$ cat src/rtl/text_input_arbiter.sv
// text_input_arbiter
// Shares the single CHAR/WE input of the 80x60 text driver between the UART
// and SPI receivers. Each source owns a byte FIFO; a round-robin arbiter pops
// one byte at a time and paces WE so the driver always finishes a character
// before the next one arrives (DEL gets a longer pause for its erase).
// Optional feature macro: CHAR_FILTER_EN (printable/BS/LF/CR input filter).
module text_input_arbiter #(
    parameter int FIFO_DEPTH     = 16,
    parameter int GAP_CYCLES     = 4,
    parameter int DEL_GAP_CYCLES = 175
) (
    input  logic       CLK_50MHz,
    input  logic       RESET,
    input  logic [7:0] UART_DATA,
    input  logic       UART_VALID,
    input  logic [7:0] SPI_DATA,
    input  logic       SPI_VALID,
    input  logic       OVF_CLR,
    output logic [7:0] CHAR,
    output logic       WE,
    output logic       UART_FULL,
    output logic       SPI_FULL,
    output logic       UART_OVF,
    output logic       SPI_OVF,
    output logic       BUSY
);

    localparam int AW      = $clog2(FIFO_DEPTH);
    localparam int CW      = $clog2(FIFO_DEPTH) + 1;
    localparam int MAX_GAP = (GAP_CYCLES > DEL_GAP_CYCLES) ? GAP_CYCLES : DEL_GAP_CYCLES;
    localparam int HW      = $clog2(MAX_GAP + 1);

    localparam logic GRANT_UART = 1'b0;
    localparam logic GRANT_SPI  = 1'b1;

    typedef enum logic [1:0] {
        ST_IDLE  = 2'd0,
        ST_ISSUE = 2'd1,
        ST_HOLD  = 2'd2
    } state_t;

    state_t          state_r, state_s;
    logic [HW-1:0]   hold_cnt_r, hold_cnt_s;
    logic [7:0]      char_r, char_s;
    logic            we_r, we_s;
    logic            last_grant_r, last_grant_s;
    logic            arb_en_s, grant_uart_s;

    logic [7:0]      uart_mem_r [FIFO_DEPTH];
    logic [7:0]      spi_mem_r  [FIFO_DEPTH];
    logic [AW-1:0]   uart_wr_ptr_r, uart_rd_ptr_r, spi_wr_ptr_r, spi_rd_ptr_r;
    logic [CW-1:0]   uart_cnt_r, uart_cnt_s, spi_cnt_r, spi_cnt_s;
    logic            uart_full_r, spi_full_r, uart_ovf_r, spi_ovf_r, busy_r;
    logic            uart_accept_s, spi_accept_s;
    logic            uart_push_s, spi_push_s, uart_drop_s, spi_drop_s;
    logic            uart_pop_s, spi_pop_s;
    logic            uart_ne_s, spi_ne_s;

`ifdef CHAR_FILTER_EN
    // Accepts printable ASCII (incl. DEL) plus backspace, line feed and carriage return.
    function automatic logic char_allowed(input logic [7:0] c);
        return ((c >= 8'h20) && (c <= 8'h7F)) || (c == 8'h08) || (c == 8'h0A) || (c == 8'h0D);
    endfunction

    assign uart_accept_s = UART_VALID && char_allowed(UART_DATA);
    assign spi_accept_s  = SPI_VALID  && char_allowed(SPI_DATA);
`else
    assign uart_accept_s = UART_VALID;
    assign spi_accept_s  = SPI_VALID;
`endif

    // A full FIFO drops the byte even when a pop frees a slot in the same cycle.
    assign uart_push_s  = uart_accept_s && (uart_cnt_r != CW'(FIFO_DEPTH));
    assign uart_drop_s  = uart_accept_s && (uart_cnt_r == CW'(FIFO_DEPTH));
    assign spi_push_s   = spi_accept_s  && (spi_cnt_r  != CW'(FIFO_DEPTH));
    assign spi_drop_s   = spi_accept_s  && (spi_cnt_r  == CW'(FIFO_DEPTH));
    assign uart_ne_s    = (uart_cnt_r != CW'(0));
    assign spi_ne_s     = (spi_cnt_r  != CW'(0));
    assign grant_uart_s = uart_ne_s && (!spi_ne_s || (last_grant_r == GRANT_SPI));

    // Next-state, pacing counter and pop/grant decisions of the output FSM.
    always_comb begin
        state_s      = state_r;
        hold_cnt_s   = hold_cnt_r;
        char_s       = char_r;
        we_s         = 1'b0;
        last_grant_s = last_grant_r;
        arb_en_s     = 1'b0;
        uart_pop_s   = 1'b0;
        spi_pop_s    = 1'b0;
        case (state_r)
            ST_IDLE: begin
                arb_en_s = 1'b1;
            end
            ST_ISSUE: begin
                hold_cnt_s = (char_r == 8'h7F) ? HW'(DEL_GAP_CYCLES) : HW'(GAP_CYCLES);
                state_s    = ST_HOLD;
            end
            ST_HOLD: begin
                if (hold_cnt_r <= HW'(1)) begin
                    // Last low cycle: arbitrate now so the next WE follows with no extra gap.
                    arb_en_s = 1'b1;
                    state_s  = ST_IDLE;
                end else begin
                    hold_cnt_s = hold_cnt_r - HW'(1);
                end
            end
            default: begin
                state_s = ST_IDLE;
            end
        endcase
        if (arb_en_s && grant_uart_s) begin
            uart_pop_s   = 1'b1;
            char_s       = uart_mem_r[uart_rd_ptr_r];
            we_s         = 1'b1;
            last_grant_s = GRANT_UART;
            state_s      = ST_ISSUE;
        end else if (arb_en_s && spi_ne_s) begin
            spi_pop_s    = 1'b1;
            char_s       = spi_mem_r[spi_rd_ptr_r];
            we_s         = 1'b1;
            last_grant_s = GRANT_SPI;
            state_s      = ST_ISSUE;
        end else begin
            uart_pop_s = 1'b0;
            spi_pop_s  = 1'b0;
        end
    end

    // Next occupancy of both FIFOs from this cycle's push/pop pair.
    always_comb begin
        uart_cnt_s = uart_cnt_r;
        spi_cnt_s  = spi_cnt_r;
        if (uart_push_s && !uart_pop_s) begin
            uart_cnt_s = uart_cnt_r + CW'(1);
        end else if (!uart_push_s && uart_pop_s) begin
            uart_cnt_s = uart_cnt_r - CW'(1);
        end else begin
            uart_cnt_s = uart_cnt_r;
        end
        if (spi_push_s && !spi_pop_s) begin
            spi_cnt_s = spi_cnt_r + CW'(1);
        end else if (!spi_push_s && spi_pop_s) begin
            spi_cnt_s = spi_cnt_r - CW'(1);
        end else begin
            spi_cnt_s = spi_cnt_r;
        end
    end

    // FSM state, pacing counter, grant history and the registered CHAR/WE pair.
    always_ff @(posedge CLK_50MHz) begin
        if (RESET) begin
            state_r      <= ST_IDLE;
            hold_cnt_r   <= HW'(0);
            char_r       <= 8'h00;
            we_r         <= 1'b0;
            last_grant_r <= GRANT_SPI;
        end else begin
            state_r      <= state_s;
            hold_cnt_r   <= hold_cnt_s;
            char_r       <= char_s;
            we_r         <= we_s;
            last_grant_r <= last_grant_s;
        end
    end

    // FIFO storage; contents need no reset because the counts gate every read.
    always_ff @(posedge CLK_50MHz) begin
        if (uart_push_s) begin
            uart_mem_r[uart_wr_ptr_r] <= UART_DATA;
        end
        if (spi_push_s) begin
            spi_mem_r[spi_wr_ptr_r] <= SPI_DATA;
        end
    end

    // FIFO pointers/counts plus the registered FULL, OVF and BUSY status.
    always_ff @(posedge CLK_50MHz) begin
        if (RESET) begin
            uart_wr_ptr_r <= AW'(0);
            uart_rd_ptr_r <= AW'(0);
            spi_wr_ptr_r  <= AW'(0);
            spi_rd_ptr_r  <= AW'(0);
            uart_cnt_r    <= CW'(0);
            spi_cnt_r     <= CW'(0);
            uart_full_r   <= 1'b0;
            spi_full_r    <= 1'b0;
            uart_ovf_r    <= 1'b0;
            spi_ovf_r     <= 1'b0;
            busy_r        <= 1'b0;
        end else begin
            if (uart_push_s) uart_wr_ptr_r <= uart_wr_ptr_r + AW'(1);
            if (uart_pop_s)  uart_rd_ptr_r <= uart_rd_ptr_r + AW'(1);
            if (spi_push_s)  spi_wr_ptr_r  <= spi_wr_ptr_r + AW'(1);
            if (spi_pop_s)   spi_rd_ptr_r  <= spi_rd_ptr_r + AW'(1);
            uart_cnt_r  <= uart_cnt_s;
            spi_cnt_r   <= spi_cnt_s;
            uart_full_r <= (uart_cnt_s == CW'(FIFO_DEPTH));
            spi_full_r  <= (spi_cnt_s == CW'(FIFO_DEPTH));
            // A drop in the same cycle as OVF_CLR keeps the flag set.
            if (uart_drop_s)  uart_ovf_r <= 1'b1;
            else if (OVF_CLR) uart_ovf_r <= 1'b0;
            if (spi_drop_s)   spi_ovf_r  <= 1'b1;
            else if (OVF_CLR) spi_ovf_r  <= 1'b0;
            busy_r <= (state_s != ST_IDLE) || (uart_cnt_s != CW'(0)) || (spi_cnt_s != CW'(0));
        end
    end

    assign CHAR      = char_r;
    assign WE        = we_r;
    assign UART_FULL = uart_full_r;
    assign SPI_FULL  = spi_full_r;
    assign UART_OVF  = uart_ovf_r;
    assign SPI_OVF   = spi_ovf_r;
    assign BUSY      = busy_r;

endmodule
$ cat config.mk
export PLATFORM = sky130hd
export DESIGN_NAME = text_input_arbiter
export DESIGN_NICKNAME = d
export VERILOG_FILES = /design/src/rtl/text_input_arbiter.sv
export SDC_FILE = /design/constraint.sdc
export NUM_CORES = 1
export LEC_CHECK = 0
export BUFFER_PORTS_ARGS = -buffer_cell sky130_fd_sc_hd__buf_2
export CAP_MARGIN = 20
export CORE_MARGIN = 8
export CORE_UTILIZATION = 41
export CTS_CLUSTER_DIAMETER = 150
export CTS_CLUSTER_SIZE = 14
export DETAILED_ROUTE_END_ITERATION = 6
export MAX_ROUTING_LAYER = met4
export SLEW_MARGIN = 0
export SYNTH_ARGS = -nofsm -noshare
export SYNTH_HDL_FRONTEND = slang
export SYNTH_SLANG_ARGS = --single-unit
export TNS_END_PERCENT = 1
$ cat constraint.sdc
create_clock -name CLK_50MHz -period 3 [get_ports CLK_50MHz]
set_input_delay 0.9 -clock CLK_50MHz [delete_from_list [all_inputs] [get_ports CLK_50MHz]]
set_output_delay 0.9 -clock CLK_50MHz [all_outputs]
set_load 0.01 [all_outputs]
* After elaboration in Yosys (flattened, before gate mapping)
Memories as Yosys holds them, arrays and structs flattened. A register that Yosys moved wholly into a read port is not among the register bits.
Cells that the tools add are included.
** Cells by class
- Add/sub/neg operators :: 9
- Multipliers :: 0
- Div/mod/pow operators :: 0
- Magnitude comparators :: 1
- Eq/ne operators :: 10
- Shift operators :: 0
- Muxes and demuxes :: 32
- Bitwise gates (word level) :: 0
- Reduce and logical (&&, ||, !) cells :: 30
** Operators with widths (number)
- $mux W8 :: 4
- $eq A5 B5 Y1 const B :: 4
- $mux W5 :: 4
- $reduce_bool A5 Y1 :: 4
- $add A4 B1 Y4 const B :: 4
- $mux W4 :: 4
- $pmux W8 S2 :: 1
- $mux W1 :: 14
- $logic_and A1 B1 Y1 :: 11
- $add A5 B1 Y5 const B :: 2
- $ne A5 B5 Y1 const B :: 2
- $reduce_bool A2 Y1 :: 5
- $sub A5 B1 Y5 const B :: 2
- $eq A8 B7 Y1 const B :: 1
- $le A8 B1 Y1 const B :: 1
- $sub A8 B1 Y8 const B :: 1
- $mux W2 :: 3
- $pmux W2 S3 :: 1
- $logic_not A1 Y1 :: 5
- $logic_or A1 B1 Y1 :: 3
- $eq A2 B1 Y1 const B :: 1
- $eq A2 B2 Y1 const B :: 1
- $logic_not A2 Y1 :: 1
- $ne A2 B2 Y1 const B :: 1
- other kinds (2) :: 2
** Word-level totals
- Register bits :: 51
- Latch bits :: 0
- RAM bits :: 256
- Bits in read-only memories :: 0
- Input port bits :: 21
- Output and inout port bits :: 14
- Word-level logic and storage cells :: 100
- Memories kept :: 2
** Memories
- spi_mem_r :: words 16, width 8, read ports 1, clocked after Yosys merged registers in 1, wr ports 1, RTL line 50 : logic [7:0] spi_mem_r [FIFO_DEPTH];
- uart_mem_r :: words 16, width 8, read ports 1, clocked after Yosys merged registers in 1, wr ports 1, RTL line 49 : logic [7:0] uart_mem_r [FIFO_DEPTH];

* Depth between registers and ports, before layout
Gate-level depths: netlist of the first run.
- Word-level depth :: 12
- Depth in mapped cells :: 9
- Mapped depth without buffers :: 8

* Worst setup path before layout of the first run
Ideal clock, no wire load.
- Path kind :: input port to flip-flop
- From :: in SPI_VALID
- To :: mem spi_mem_r[3][0], enable pin
- Setup time :: 0.383 ns
- Arrival :: 2.498 ns
- Required time :: 2.617 ns
- Slack :: 0.119 ns
- Cell stages on the path :: 6
- Buffers on the path :: 2
- Cell sequence :: clkbuf_1 inv_1 nor2_1 clkbuf_1 nand2_1 nor3_1
** Between the ends
- Cells in the longest elaborated chain, start to end :: 3
** Ends and longest elaborated chain
- start, declared :: RTL line 17 : input logic SPI_VALID,
- $logic_and A1 B1 Y1 :: RTL line 75 : assign spi_push_s = spi_accept_s && (spi_cnt_r != CW'(FIFO_DEPTH));
- $mux W1 :: RTL line 172 : if (spi_push_s) begin
- $mux W1 (not written as such) :: RTL line 173 : spi_mem_r[spi_wr_ptr_r] <= SPI_DATA;
- end, declared :: RTL line 50
No other way between the ends.

* Worst setup path after layout of the first run
- From :: reg hold_cnt_r[2]
- To :: reg busy_r, in the netlist BUSY
** Between the ends
- Cells in the longest elaborated chain, start to end :: 11
- Elaborated cells on any way between the ends :: 27
- Classes of those cells :: 1 x order compare; 13 x mux; 13 x reduce/logical
** Ends and longest elaborated chain
- start, declared :: RTL line 43 : logic [HW-1:0] hold_cnt_r, hold_cnt_s;
- start signal, assigned :: RTL line 160 : hold_cnt_r <= hold_cnt_s;
- $le A8 B1 Y1 (*) :: RTL line 100 : if (hold_cnt_r <= HW'(1)) begin
- $mux W1 :: RTL line 100
- $pmux W1 S2 :: RTL line 91 : case (state_r)
- $logic_and A1 B1 Y1, on equally long branches :: RTL line 118, 112
- $mux W1, on equally long branches :: RTL line 118, 112
- $mux W1 (tied with other cells) :: RTL line 112 : if (arb_en_s && grant_uart_s) begin
- $logic_and A1 B1 Y1 (tied with other cells) :: RTL line 143 : end else if (!spi_push_s && spi_pop_s) begin
- $mux W5 (tied with other cells) :: RTL line 143
- $mux W5 or $reduce_bool A5 Y1 (tied branches) :: RTL line 141, 205
- $reduce_bool A5 Y1 or $logic_or A1 B1 Y1 (tied branches) :: RTL line 205 : busy_r <= (state_s != ST_IDLE) || (uart_cnt_s != CW'(0)) || (spi_cnt_s != CW'(0));
- $logic_or A1 B1 Y1 (*) :: RTL line 205
- end signal, assigned :: RTL line 205
- end, declared :: RTL line 53 : logic uart_full_r, spi_full_r, uart_ovf_r, spi_ovf_r, busy_r;
Mark *: on every way between the ends. The rest lies on a longest branch, timed or not.
A chain may end at the register's enable or synchronous reset.

==> flow_summary_export.csv, run 1 <==
group,metric,value,unit
drt,routed_wl,25510,µm
clock_network,cts_setup_buffers,0,
global_route,grt_overflow,0,
setup_path,slowest_stage,"or4_1",
floorplan,die_w,192.3,µm
global_route,grt_pass1_wl,39980,µm
clock_network,h-tree-depth,1,
setup_path,crit_chain,"or4_1 -> o41a_1 -> buf_4 -> o41ai_2 -> a32oi_1 -> a31oi_1 -> a41oi_2",
synth,ys_seq_elements,315,
timing,fin_skew,11.07,ps
timing,tightest_slew,644.8,ps
synth,synthArstFlopShare,0,%
power,vdd_drop_max,0.4075,mV
setup_path,end_kind,"flip-flop",
timing,finalSetupViolCount,0,
setup_path,critPathArrivalTime,3150,ps
setup_path,crit_fanout,8,
clock_network,numCtsBuffers,26,
setup_path,crit_path_start,"hold_cnt_r[2]$_SDFFE_PP0P_",
drt,drtAntennaViolNets,0,
placed_design,portBuffers,34,
clock_network,clkTransAtPathRegs,70,ps
setup_path,ff2ff_path_depth,7,
timing,slew_headroom,56.95,%
timing,max_freq,0.3638,GHz
drt,first_iter_violations,615,
setup_path,crit_path_start_kind,"flip-flop",
hold_path,hold-path-endpoint,"CHAR[0]$_SDFFE_PP0P_",
synth,synth_most_common_cell,"edfxtp_1",
layout,layout-drive-gt1-share,24.17,%
synth,syn_avg_cell_area,16.97,µm²
drt,routedWlPerCell,20.64,µm
synth,synth-edff-count,256,
synth,yosysWarnings,0,
placed_design,gp_congestion,0.8442,
synth,postSynthCellCount,751,
layout,nets,858,
timing,hold_viol,0,
clock_network,cts_buffer_depth,3,
synth,netlist_top_cells_count,"edfxtp_1 (256), mux4_2 (80), nor2_1 (74), dfxtp_1 (59), nand2_1 (43)",
hold_path,hold_class,"flip-flop to flip-flop",
drt,first_pass_iters,5,
floorplan,core_area,0.03059,mm²
setup_path,rrSetupSlack,250,ps
timing,fin_ws,251.4,ps
power,p_per_area,771.9,mW/mm²
setup_path,path_buf_inv,1,
clock_network,clkSinkCount,315,
global_route,grt.total_usage,14.38,%
flow_run,maxCapViolCount,0,
floorplan,die_h,192.3,µm
global_route,antenna_found_initial,0,
floorplan,floorplan.initialDensity,41.66,%
synth,synth_ff_type,"edfxtp_1",
layout,antenna_cells,0,
synth,synth_cell_types,60,
floorplan,ios,35,
drt,via_per_inst,5.396,
setup_path,crit-reg2reg-capture,"BUSY$_SDFF_PP0_",
synth,netlist_area,0.01274,mm²
setup_path,crit_type,"flip-flop to flip-flop",
setup_path,cp.required,3400,ps
hold_path,holdPathStages,2,
drt,drc,0,
synth,yosysSeqAreaShare,69.60,%
timing,slew_violations,0,
clock_network,cts_hold_buf,0,
synth,synth.largest_area_cell,"edfxtp_1",
synth,synthesis.nets,789,
floorplan,num_rows,64,
setup_path,crit_family,"compound AO/OA/AOI/OAI gates",
timing,hold_slack,467.0,ps
clock_network,clkLatencyLatePin,530,ps
hold_path,min_from,"CHAR[0]$_SDFFE_PP0P_",
synth,synth_area_leaders,"edfxtp_1 (60%), mux4_2 (14%), dfxtp_1 (9.3%)",
clock_network,clock-root-buffer,"clkbuf_16",
timing,period_share,91.62,%
layout,n_fill_cell,2603,
placed_design,pre_cts_ws,172.6,ps
clock_network,cts_tree,"done",
placed_design,hpwl,17200,µm
timing,setup-tns-final,0,ps
setup_path,r2r_start,"hold_cnt_r[2]$_SDFFE_PP0P_",
global_route,grt_pass1_vias,6724,
global_route,grt_max_degree,41,
floorplan,dieArea,0.03698,mm²
timing,fin_crit,2749,ps
setup_path,cpPeakStageDelay,650,ps
layout,area_growth,13.19,%
status,status,"finished clean",
timing,rsz0062_at_grt,"false",
power,leakage,4.699,nW
drt,vias,6669,
synth,yosysTopAreaCellShare,60.33,%
## cells by family (layout without fill, tap and decap cells)
family / after synthesis / in the layout / share of synthesized area, %
AOI/OAI and AO/OA: 75 / 75 / 4.331
xor gates and xnor gates: 18 / 18 / 1.237
adders and majority gates: 17 / 17 / 1.669
buffers and inverters: 57 / 146 / 1.777
DFF: 315 / 315 / 69.60
muxes: 82 / 82 / 14.31
and+or+nand+nor: 187 / 187 / 7.080
## per-layer routing
layer  share of wire (%)  up-vias  track usage [%]
li1                    -     3091                -
met1                  46     3396            20.27
met2                  47      155            21.93
met3                 5.6       27            2.331
met4                 1.4        0            2.996
met5                   0        -                -
## cell type report
type	instances	area [µm²]	share of cell area, %
Timing Repair Buffer	83	588.1	4.077
Clock inverter	1	8.758	0.06073
Clock buffer	47	750.7	5.205
Sequential cell	315	8871	61.51
Tap cell	396	495.5	3.435
Multi-Input combinational cell	379	3652	25.32
Inverter	15	56.30	0.3904
## worst max path at each step
| stage | endpoint | cells past startpoint | slack (ps) |
|---|---|---|---|
| 3_5_place_dp | SPI_FULL$_SDFF_PP0_ | 8 | 170 |
| 2_1_floorplan | spi_mem_r[3][0]$_DFFE_PP_ | 6 | 120 |
| 3_3_place_gp | SPI_FULL$_SDFF_PP0_ | 8 | 250 |
| 6_report | BUSY$_SDFF_PP0_ | 7 | 250 |
| 5_1_grt | BUSY$_SDFF_PP0_ | 7 | 90 |
| 4_1_cts | BUSY$_SDFF_PP0_ | 8 | 140 |
## repair_timing
| action | CTS | global route |
|---|---|---|
| hold endpoints to repair | 0 | 0 |
| endpoints found under the setup margin | 0 | 2 |
| gates resized for setup | 0 | 1 |
## per-stage QoR
stage	instance area (µm²)	instances	util, %	total power, mW
after floorplan	12740	751	-	7.271
after global placement	13660	1188	44.65	8.062
after detailed placement	13660	1188	44.65	8.085
after CTS	14420	1236	47.13	11.24
after global routing	14420	1236	47.15	11.69
final	14420	1236	47.15	11.13
## cells in the final DEF (no fill, tap or decap), types with 17 or more instances in the layout
cell,n
nand2_1,43
mux4_2,80
ha_1,17
buf_4,45
nor2_1,74
clkbuf_16,27
a21oi_1,22
edfxtp_1,256
buf_2,34
clkbuf_1,20
dfxtp_1,57
## flip-flops by register name (all words and copies together), names as in the netlist, named ones only
signal and flops:
SPI_OVF 1, spi_rd_ptr_r 4, spi_cnt_r 5, hold_cnt_r 8
CHAR 8, UART_OVF 1, uart_cnt_r 5, uart_wr_ptr_r 4
state_r 2, BUSY 1, UART_FULL 1, spi_wr_ptr_r 4
last_grant_r 1, WE 1, spi_mem_r 128, uart_rd_ptr_r 4
SPI_FULL 1, uart_mem_r 128
## power breakdown
part | leakage (nW) | total (mW) | internal [mW] | switching (mW)
sequential | 2.80 | 5.29 | 4.98 | 0.310
combinational | 1.54 | 2.71 | 1.23 | 1.47
clock | 0.361 | 3.13 | 1.69 | 1.45
## worst min-delay path: stages, from the launching register on
cell     delay (ps)
dfxtp_1         320
nand2_1          50
a21oi_1          50
Power figures use the tool's default switching activity.
==> inputs of run 2 (changes only) <==
- RECOVER_POWER: unset -> 100
==> flow_summary_export.csv, run 2 (same netlist as run 1, synthesis figures left out) <==
group,metric,value,unit
status,status,"finished clean",
drt,first_iter_violations,670,
hold_path,holdPathStages,2,
power,vdd_drop_max,0.4098,mV
placed_design,gp_congestion,0.8442,
layout,antenna_cells,0,
timing,slew_violations,0,
flow_run,maxCapViolCount,0,
clock_network,clkTransAtPathRegs,70,ps
timing,tightest_slew,719.2,ps
timing,max_freq,0.3616,GHz
placed_design,dp.cells,1188,
drt,drc,0,
drt,drtAntennaViolNets,0,
setup_path,r2r_start,"hold_cnt_r[2]$_SDFFE_PP0P_",
layout,final_cell_mix,"edfxtp_1 (256), clkbuf_1 (82), mux4_2 (80)",
setup_path,ff2ff_path_depth,8,
setup_path,crit_path_start_kind,"flip-flop",
setup_path,crit_type,"flip-flop to flip-flop",
floorplan,die_w,192.3,µm
floorplan,dieArea,0.03698,mm²
placed_design,hpwl,17200,µm
setup_path,cp.required,3420,ps
clock_network,cts_setup_buffers,0,
layout,regArea,0.008871,mm²
layout,area_growth,11.78,%
hold_path,min_from,"CHAR[2]$_SDFFE_PP0P_",
layout,multi_input_area,0.003649,mm²
floorplan,num_rows,64,
hold_path,hold_class,"flip-flop to flip-flop",
clock_network,h-tree-depth,1,
layout,final_util,46.56,%
clock_network,numCtsBuffers,26,
setup_path,critPathArrivalTime,3180,ps
clock_network,cts_tree,"done",
global_route,grt_pass1_wl,39980,µm
drt,routedWlPerCell,20.62,µm
layout,n_fill_cell,2660,
timing,finalSetupViolCount,0,
layout,final_common_cell,"edfxtp_1",
global_route,grt.total_usage,14.38,%
floorplan,ios,35,
timing,fin_skew,9.446,ps
power,finalPower,11.09,mW
clock_network,clock-root-buffer,"clkbuf_16",
timing,hold_viol,0,
global_route,antenna_found_initial,0,
clock_network,clkLatencyLatePin,530,ps
power,p_per_area,778.5,mW/mm²
drt,vias,6718,
timing,rsz0062_at_grt,"false",
timing,period_share,92.17,%
floorplan,core_area,0.03059,mm²
global_route,grt_max_degree,41,
timing,slew_headroom,52.05,%
layout,layout-drive-gt1-share,16.55,%
floorplan,die_h,192.3,µm
setup_path,end_kind,"flip-flop",
layout,reg.largest.list,"spi_mem_r: 128 flops, uart_mem_r: 128 flops",
global_route,grt_pass1_vias,6724,
setup_path,crit_fanout,12,
timing,fin_crit,2765,ps
timing,setup-tns-final,0,ps
floorplan,floorplan.initialDensity,41.66,%
hold_path,hold-path-endpoint,"CHAR[2]$_SDFFE_PP0P_",
drt,first_pass_iters,5,
clock_network,cts_buffer_depth,3,
layout,instances_no_fill,1236,
clock_network,clkSinkCount,315,
drt,routed_wl,25490,µm
placed_design,portBuffers,34,
global_route,grt_overflow,0,
power,leakage,4.458,nW
layout,nets,858,
setup_path,rrSetupSlack,230,ps
drt,via_per_inst,5.435,
## run 2: worst max path at each step
stage / from / endpoint / slack [ps] / cells after the start
floorplan: SPI_VALID / spi_mem_r[3][0]$_DFFE_PP_ / 120 / 6
global placement: uart_cnt_r[0]$_SDFF_PP0_ / SPI_FULL$_SDFF_PP0_ / 250 / 8
detailed placement: uart_cnt_r[0]$_SDFF_PP0_ / SPI_FULL$_SDFF_PP0_ / 170 / 8
CTS: uart_cnt_r[0]$_SDFF_PP0_ / BUSY$_SDFF_PP0_ / 140 / 8
global route: hold_cnt_r[2]$_SDFFE_PP0P_ / flip-flop / 60 / 8
finish: hold_cnt_r[2]$_SDFFE_PP0P_ / flip-flop / 230 / 8
## run 2: metal layers
metal  global-route usage [%]  up-vias  part of all wire, %
li1                         -     3095                    -
met1                    20.27     3423                   46
met2                    21.93      175                   46
met3                    2.331       25                  5.9
met4                    2.996        0                  1.4
met5                        -        -                    0
## run 2: layout make-up
class                   count  area share (%)
multi-input cells         379           25.61
repair buffers             83           2.899
clock inverters             1         0.06149
flip-flops and latches    315           62.28
well taps                 396           3.479
inverters                  15          0.3953
clock buffers              47           5.271
## run 2: per-stage QoR
stage / worst slack (ps) / cell area [µm²] / hold WS [ps]
final: 234.9 / 14240 / 468.6
after global routing: 61.38 / 14240 / 489.7
after CTS: 145.0 / 14420 / 467.6
after detailed placement: 172.6 / 13660 / 458.3
after global placement: 250.8 / 13660 / 456.1
after floorplan: 118.9 / 12740 / 472.5
## run 2: power by group
part           switching [mW]  total [mW]  leakage (nW)  internal (mW)
clock                    1.45        3.13         0.361           1.69
sequential              0.309        5.29          2.80           4.99
combinational            1.47        2.66          1.30           1.19
total                    3.23        11.1          4.46           7.86
## run 2: repair_timing
item | CTS | global route
endpoints found under the hold margin | 0 | 0
hold buffers | 0 | 0
endpoints found under the setup margin | 0 | 2
gates resized for setup | 0 | 1
## run 2: worst max-delay path, stage by stage (launching register included)
cell      delay [ps]
dfxtp_1          340
or4_1            650
o41a_1           520
buf_4            210
nor2_1           180
clkbuf_2         330
nand4_1          170
xor2_1           200
nor2_1            60
==> inputs of run 3 (changes only) <==
- BUFFER_PORTS_ARGS: -buffer_cell sky130_fd_sc_hd__buf_2 -> unset
- DONT_BUFFER_PORTS: unset -> 1
- MAX_ROUTING_LAYER: met4 -> unset
- PLACE_DENSITY: unset -> 0.59
==> flow_summary_export.csv, run 3 (same netlist as run 1, synthesis figures left out) <==
group,metric,value,unit
layout,layout-drive-gt1-share,18.38,%
global_route,grt_overflow,0,
power,swShare,28.93,%
setup_path,crit_type,"flip-flop to flip-flop",
power,power.share.clock,28.4,%
drt,first_iter_violations,506,
floorplan,die_w,192.3,µm
timing,slew_headroom,57.03,%
clock_network,clkSinkCount,315,
setup_path,slowest_stage,"or4_1",
hold_path,hold_class,"input port to flip-flop",
setup_path,critPathArrivalTime,3270,ps
global_route,grt_max_degree,59,
timing,max_freq,0.3571,GHz
placed_design,portBuffers,0,
floorplan,dieArea,0.03698,mm²
clock_network,cts_buffer_depth,3,
timing,period_share,93.35,%
clock_network,cts_hold_buf,0,
clock_network,cts_setup_buffers,0,
floorplan,core_area,0.03059,mm²
placed_design,dp.cells,1149,
global_route,antenna_found_initial,0,
power,p_int,7.837,mW
status,status,"finished clean",
clock_network,clkTransAtPathRegs,70,ps
timing,fin_skew,16.58,ps
timing,tightest_slew,639.6,ps
layout,reg.largest.list,"spi_mem_r: 128 flops, uart_mem_r: 128 flops",
clock_network,clkLatencyLatePin,540,ps
setup_path,cp.required,3470,ps
global_route,grt.total_usage,13.61,%
layout,final_common_cell,"edfxtp_1",
setup_path,cpPeakStageDelay,650,ps
floorplan,die_h,192.3,µm
drt,routed_wl,25210,µm
clock_network,h-tree-depth,1,
placed_design,place_area,0.01344,mm²
layout,area_growth,10.56,%
floorplan,num_rows,64,
clock_network,cts_tree,"done",
setup_path,crit_family,"simple AND/OR/NAND/NOR gates",
power,combPwrFrac,23.4,%
power,finalPower,11.03,mW
placed_design,gp_congestion,0.8823,
flow_run,maxCapViolCount,0,
power,p_per_area,782.8,mW/mm²
setup_path,cpMostUsedCell,"or4_1",
setup_path,crit_fanout,7,
drt,drc,0,
power,p_sw,3.190,mW
setup_path,path_buf_inv,1,
drt,vias,6555,
timing,slew_violations,0,
drt,first_pass_iters,5,
clock_network,cts_resized,0,
layout,stdcell_area,0.01409,mm²
power,vdd_drop_max,0.3900,mV
layout,final_cell_mix,"edfxtp_1 (256), mux4_2 (80), nor2_1 (74)",
floorplan,floorplan.initialDensity,41.66,%
setup_path,crit_chain,"or4_1 -> o41a_1 -> buf_4 -> or4_1 -> nand3_1 -> a211oi_1 -> a41oi_2",
global_route,grt_pass1_wl,39120,µm
drt,routedWlPerCell,21.08,µm
drt,via_per_inst,5.481,
power,leakage,4.438,nW
timing,setup-tns-final,0,ps
power,seqPwrFrac,48.1,%
timing,finalSetupViolCount,0,
layout,instances_no_fill,1196,
timing,hold_viol,0,
clock_network,clock-root-buffer,"clkbuf_16",
layout,final_util,46.05,%
timing,fin_crit,2800,ps
layout,nets,819,
timing,rsz0062_at_grt,"false",
setup_path,crit_path_start_kind,"flip-flop",
placed_design,hpwl,17290,µm
clock_network,numCtsBuffers,26,
global_route,grt_pass1_vias,6655,
setup_path,end_kind,"flip-flop",
floorplan,ios,35,
drt,drtAntennaViolNets,0,
layout,antenna_cells,0,
run 3: cell types whose count changed in the layout (fill, tap and decap cells not counted), sizes merged:
cell,before,now
buf,14,10
clkbuf,116,80
run 3: cell type report:
| class | instances | area [µm²] |
|---|---|---|
| clock buffer | 46 | 747.0 |
| clock inverter | 1 | 8.758 |
| fill | 2637 | 16500 |
| inverter | 15 | 56.30 |
| multi-input combinational | 379 | 3643 |
| sequential | 315 | 8871 |
| tap | 396 | 495.5 |
| timing repair buffer | 44 | 265.3 |
run 3: routing by layer:
metal	track usage, %	wire [µm]	vias to the layer above	part of all wire, %
li1	-	-	3013	-
met5	0	0	-	0
met3	2.692	1531	29	6.1
met4	3.085	388	0	1.5
met2	22.45	12240	181	49
met1	18.44	11050	3332	44
run 3: per-stage QoR:
stage | hold WS (ps) | setup slack [ps]
6_report | 420.6 | 199.5
5_1_grt | 388.5 | 36.89
4_1_cts | 400.7 | 270.9
3_5_place_dp | 491.5 | 283.9
3_3_place_gp | 487.5 | 308.4
2_1_floorplan | 472.5 | 118.9
run 3: worst paths after layout:
kind / startpoint / endpoint / slack [ps] / cells after the start
setup / recovery: hold_cnt_r[2]$_SDFFE_PP0P_ / BUSY$_SDFF_PP0_ / 200 / 7
hold / removal: RESET / CHAR[3]$_SDFFE_PP0P_ / 420 / 1
hold reg to reg: spi_rd_ptr_r[1]$_SDFFE_PP0P_ / flip-flop / 500 / 2
setup reg to reg: hold_cnt_r[2]$_SDFFE_PP0P_ / BUSY$_SDFF_PP0_ / 200 / 7
run 3: worst reg2reg max path, cell delays in order, from the launching register on:
cell and delay (ps):
dfxtp_1 350, or4_1 650, o41a_1 550, buf_4 220, or4_1 580, nand3_1 130
a211oi_1 70, a41oi_2 180
run 3: power groups by stage:
stage / sequential (mW) / clock [mW] / combinational (mW)
4_1_cts: 5.31 / 3.22 / 2.61
2_1_floorplan: 5.24 / 0 / 2.03
5_1_grt: 5.35 / 3.39 / 2.83
3_5_place_dp: 5.40 / 0 / 2.60
3_3_place_gp: 5.39 / 0 / 2.54
6_report: 5.31 / 3.14 / 2.58
